$ cat src/rtl/vga_fb_fill_writer.sv
// Rectangle-fill engine for the 640x480 colour-index frame buffer: clips each
// command to the screen and streams one buffer write per cycle in raster order.
module vga_fb_fill_writer #(
  parameter int H_RES   = 640,
  parameter int V_RES   = 480,
  parameter int ADDR_W  = 19,
  parameter int DATA_W  = 8,
  parameter int FB_BASE = 0
) (
  input  logic              iclk,
  input  logic              irst,
  input  logic              icmd_valid,
  output logic              ocmd_ready,
  input  logic [9:0]        icmd_x,
  input  logic [9:0]        icmd_y,
  input  logic [9:0]        icmd_w,
  input  logic [9:0]        icmd_h,
  input  logic [DATA_W-1:0] icmd_color,
  output logic              owren,
  output logic [ADDR_W-1:0] oaddr,
  output logic [DATA_W-1:0] odata,
  output logic              obusy,
  output logic              odone
);

  localparam logic [10:0]       H_RES_11   = 11'(H_RES);
  localparam logic [10:0]       V_RES_11   = 11'(V_RES);
  localparam logic [ADDR_W-1:0] H_RES_A    = ADDR_W'(H_RES);
  localparam logic [ADDR_W-1:0] FB_BASE_A  = ADDR_W'(FB_BASE);
  localparam int                MUL_BITS   = $clog2(H_RES + 1);
  localparam logic [31:0]       H_RES_BITS = 32'(H_RES);

  typedef enum logic [1:0] {ST_IDLE, ST_CLIP, ST_FILL, ST_DONE} state_t;

  state_t state_reg, state_next;

  logic [9:0]        x_reg, y_reg, w_reg, h_reg;
  logic [DATA_W-1:0] color_reg;
  logic [10:0]       w_eff_reg, h_eff_reg, col_reg, row_reg;
  logic [ADDR_W-1:0] row_base_reg;

  logic              owren_reg, owren_next;
  logic              odone_reg, odone_next;
  logic [ADDR_W-1:0] oaddr_reg, oaddr_next;
  logic [DATA_W-1:0] odata_reg, odata_next;

  logic              empty_c, last_col_c, last_pix_c;
  logic [10:0]       rem_w_c, rem_h_c, w_eff_c, h_eff_c;
  logic [ADDR_W-1:0] row_base_c;

  // y*H_RES built as a sum of shifted copies of y, one per set bit of H_RES
  logic [ADDR_W-1:0] mul_acc [0:MUL_BITS];
  assign mul_acc[0] = '0;

  genvar gi;
  for (gi = 0; gi < MUL_BITS; gi++) begin : g_mul
    if (H_RES_BITS[gi]) begin : g_add
      assign mul_acc[gi+1] = mul_acc[gi] + (ADDR_W'(y_reg) << gi);
    end else begin : g_pass
      assign mul_acc[gi+1] = mul_acc[gi];
    end
  end

  assign empty_c    = ({1'b0, x_reg} >= H_RES_11) || ({1'b0, y_reg} >= V_RES_11) ||
                      (w_reg == '0) || (h_reg == '0);
  assign rem_w_c    = H_RES_11 - {1'b0, x_reg};
  assign rem_h_c    = V_RES_11 - {1'b0, y_reg};
  assign w_eff_c    = ({1'b0, w_reg} < rem_w_c) ? {1'b0, w_reg} : rem_w_c;
  assign h_eff_c    = ({1'b0, h_reg} < rem_h_c) ? {1'b0, h_reg} : rem_h_c;
  // row_base carries the left column so each write is simply row_base + col
  assign row_base_c = FB_BASE_A + mul_acc[MUL_BITS] + ADDR_W'(x_reg);
  assign last_col_c = (col_reg == w_eff_reg - 11'd1);
  assign last_pix_c = last_col_c && (row_reg == h_eff_reg - 11'd1);

  always_ff @(posedge iclk) begin
    if (irst) begin
      state_reg <= ST_IDLE;
    end else begin
      state_reg <= state_next;
    end
  end

  always_comb begin
    state_next = state_reg;
    case (state_reg)
      ST_IDLE: if (icmd_valid) state_next = ST_CLIP;
      ST_CLIP: state_next = empty_c ? ST_DONE : ST_FILL;
      ST_FILL: if (last_pix_c) state_next = ST_DONE;
      ST_DONE: state_next = ST_IDLE;
      default: state_next = ST_IDLE;
    endcase
  end

  always_comb begin
    owren_next = (state_next == ST_FILL);
    odone_next = (state_next == ST_DONE);
    oaddr_next = oaddr_reg;
    odata_next = odata_reg;
    case (state_reg)
      ST_CLIP: begin
        if (!empty_c) begin
          oaddr_next = row_base_c;
          odata_next = color_reg;
        end
      end
      ST_FILL: begin
        if (!last_pix_c) begin
          oaddr_next = last_col_c ? (row_base_reg + H_RES_A) : (oaddr_reg + ADDR_W'(1));
        end
      end
      default: ;
    endcase
  end

  always_ff @(posedge iclk) begin
    if (irst) begin
      x_reg        <= '0;
      y_reg        <= '0;
      w_reg        <= '0;
      h_reg        <= '0;
      color_reg    <= '0;
      w_eff_reg    <= '0;
      h_eff_reg    <= '0;
      col_reg      <= '0;
      row_reg      <= '0;
      row_base_reg <= '0;
      owren_reg    <= 1'b0;
      odone_reg    <= 1'b0;
      oaddr_reg    <= '0;
      odata_reg    <= '0;
    end else begin
      owren_reg <= owren_next;
      odone_reg <= odone_next;
      oaddr_reg <= oaddr_next;
      odata_reg <= odata_next;
      case (state_reg)
        ST_IDLE: begin
          if (icmd_valid) begin
            x_reg     <= icmd_x;
            y_reg     <= icmd_y;
            w_reg     <= icmd_w;
            h_reg     <= icmd_h;
            color_reg <= icmd_color;
          end
        end
        ST_CLIP: begin
          w_eff_reg    <= w_eff_c;
          h_eff_reg    <= h_eff_c;
          row_base_reg <= row_base_c;
          col_reg      <= '0;
          row_reg      <= '0;
        end
        ST_FILL: begin
          if (last_col_c) begin
            col_reg      <= '0;
            row_reg      <= row_reg + 11'd1;
            row_base_reg <= row_base_reg + H_RES_A;
          end else begin
            col_reg <= col_reg + 11'd1;
          end
        end
        default: ;
      endcase
    end
  end

  assign ocmd_ready = (state_reg == ST_IDLE);
  assign obusy      = (state_reg != ST_IDLE);
  assign owren      = owren_reg;
  assign odone      = odone_reg;
  assign oaddr      = oaddr_reg;
  assign odata      = odata_reg;

endmodule
$ cat config.mk
export PLATFORM = sky130hd
export DESIGN_NAME = vga_fb_fill_writer
export DESIGN_NICKNAME = d
export VERILOG_FILES = /design/src/rtl/vga_fb_fill_writer.sv
export SDC_FILE = /design/constraint.sdc
export NUM_CORES = 1
export LEC_CHECK = 0
export BUFFER_PORTS_ARGS = -buffer_cell sky130_fd_sc_hd__buf_2
export CAP_MARGIN = 25
export CORE_AREA = 4 4 153 155
export CTS_CLUSTER_DIAMETER = 30
export DETAILED_ROUTE_END_ITERATION = 8
export DIE_AREA = 0 0 157 159
export PLACE_DENSITY = 0.66
export SYNTH_ARGS = -nofsm -noshare
export SYNTH_HDL_FRONTEND = slang
export SYNTH_SLANG_ARGS = --single-unit
export TNS_END_PERCENT = 20
$ cat constraint.sdc
create_clock -name iclk -period 5.5 [get_ports iclk]
set_input_delay 0.275 -clock iclk [delete_from_list [all_inputs] [get_ports iclk]]
set_output_delay 0.275 -clock iclk [all_outputs]
set_load 0.01 [all_outputs]
==> impl_metrics.ini <==
[power]
p_seq_share_pct = 31.8
pwr-share-comb_pct = 43.1
finalPower_mw = 4.87
leakagePower_nw = 3.86
p_switching_mw = 2.00
switching_share_pct = 41.0
intPower_mw = 2.87
ir_drop_v = 0.000261
powerDensity_mw_per_mm2 = 493
clockPowerShare_pct = 25.1

[clocking]
cts_buffers = 17
hold_buffers = 0
cts-resized-gates = 0
cts_tree = built
cts.clk_slew.worst_paths_ps = 60
clk-insertion-delay-late_ps = 430
cts.sinks = 142
clockBufferDepth = 2
cts_max_level = 4
clockRootBuffer = clkbuf_16
post_cts_buffers = 0

[place]
pre_cts_ws_ps = 1750
gp_congestion = 0.881
dp_hpwl_um = 15900
place_area_mm2 = 0.00925
place_inst = 1394
io_buffers = 81

[run_status]
status = finished clean

[detailed_routing]
drc = 0
drt-total-wl_um = 22100
avgRoutedWirePerCell_um = 15.5
dr.first_iter.drc_count = 545
dr.pass1.iters = 5
dr_total_vias = 7756
final_antenna_net_count = 0
viasPerCell = 5.43

[timing]
max_slew_margin_pct = 28.2
post-route-period-util_pct = 69.6
fmax_ghz = 0.261
fin_skew_ps = 7.14
hold_viol_final = 0
hold_ws_ps = 77.8
setup_viol = 0
rsz0062_at_grt = no
finalMaxSlewViolations = 0
period_needed_ps = 3830
setup_tns_ps = 0
worst_pin_slew_ps = 1070
layout_setup_ws_ps = 1670

[yosys]
synthTopCellsByCount = 144 x nand2_1, 142 x dfxtp_1, 105 x nor2_1
synthFlopType = dfxtp_1
synth_fp_nets = 1184
ys_warn_count = 0
ys_async_sr_fraction_pct = 0
ys_seq_elements = 142
netlist_top_cells_area = dfxtp_1 33%, ha_1 6.9%, nand2_1 6.2%
synth_edf_count = 0
avgSynthCellArea_um2 = 8.01
yosysUniqueCellTypes = 68
yosys.area.top_type = dfxtp_1
syn_area_mm2 = 0.00867
syn_inst = 1083
netlist.area_leader.share_pct = 32.8
synth_seq_area_share_pct = 32.8
synth.most_common_cell = nand2_1

[critical_path]
cp.arrival_ps = 4170
crit_path_max_fanout = 37
cp.required_ps = 5840
critical_path_class = reg2reg
critPathCaptureType = register
start_kind = register

[final_layout]
fin_nets = 1235
multi_input_area_mm2 = 0.00546
final_area_mm2 = 0.00988
n_fill_cell = 2164
final_util_pct = 45.3
drive_gt1_share_pct = 14.1
seqCellArea_mm2 = 0.00284
fin_cells = 1428
syn2layout_area_growth_pct = 14.0

[die]
fp.dieH_um = 159
start_util_pct = 39.7
core_mm2 = 0.0218
rows = 54
io_pins = 82
fp.dieW_um = 157
die_area_mm2 = 0.0250

[global_routing]
grtUsageTotal_pct = 17.8
grt_pass1_vias = 7310
grt_pass1_wl_um = 36700
grt_max_degree = 82
overflow = 0
antenna_found_initial = 0

[min_path]
hold_path.class = in2reg

[run]
cap_violations = 0
## worst max-delay path, cell delays in order (launching register included)
cell and delay (ps):
dfxtp_1 370, inv_1 80, ha_1 220, nor4b_4 380, nand3b_1 160, a311o_1 300, a211o_1 340, or3_1 310
buf_4 250, o211ai_2 890, a211oi_1 160, a211oi_2 250
## final timing paths
kind	startpoint	endpoint	slack (ps)	cells after the start
setup / recovery	w_eff_reg[0]	oaddr[7]	1670	11
hold / removal	icmd_y[6]	y_reg[6]	80	3
setup reg to reg	w_eff_reg[0]	oaddr[7]	1670	11
hold reg to reg	color_reg[4]	color_reg[4]	460	2
## cell usage in the layout, fill, tap and decap left out, types with 23 or more instances in the layout
cell and instances:
nand2_1 144, dfxtp_1 142, nor2_1 104, a21oi_1 104, buf_2 80, xnor2_1 52, ha_1 47, o21ai_0 42
nor3_1 31, nand3_1 30, inv_1 28, mux2i_1 26, a211oi_1 23
## power groups by stage
stage / registers [mW] / clock network, mW / logic [mW]
floorplan: 1.49 / 0 / 1.63
finish: 1.55 / 1.22 / 2.10
global placement: 1.55 / 0 / 2.07
CTS: 1.54 / 1.24 / 2.10
global route: 1.59 / 1.30 / 2.35
detailed placement: 1.56 / 0 / 2.09
## cells by family after synthesis
family / count (synthesis) / share of synthesized area (%)
fa+ha+maj: 50 / 7.39
mux: 34 / 4.04
flops: 142 / 32.8
buf+inv: 90 / 4.39
compound gates: 255 / 18.8
xor+xnor: 74 / 7.48
simple gates: 438 / 25.1
## area by class of cell
type	count	share of cell area, %
Clock buffer	17	4.30
Antenna cell	1	0.0253
Sequential cell	142	28.8
Timing Repair Buffer	94	5.11
Tap cell	280	3.54
Clock inverter	15	1.96
Inverter	28	1.06
Multi-Input combinational cell	851	55.2
## layer usage
metal / share of wire (%) / global-route usage, % / vias to the layer above / wire [µm]
met3: 4.8 / 4.10 / 33 / 1050
met5: 0 / 0 / - / 0
met1: 47 / 23.8 / 3584 / 10300
li1: - / - / 3967 / -
met2: 46 / 28.0 / 172 / 10100
met4: 2.7 / 6.94 / 0 / 605
Note: power is estimated with default switching activity, not from simulation.
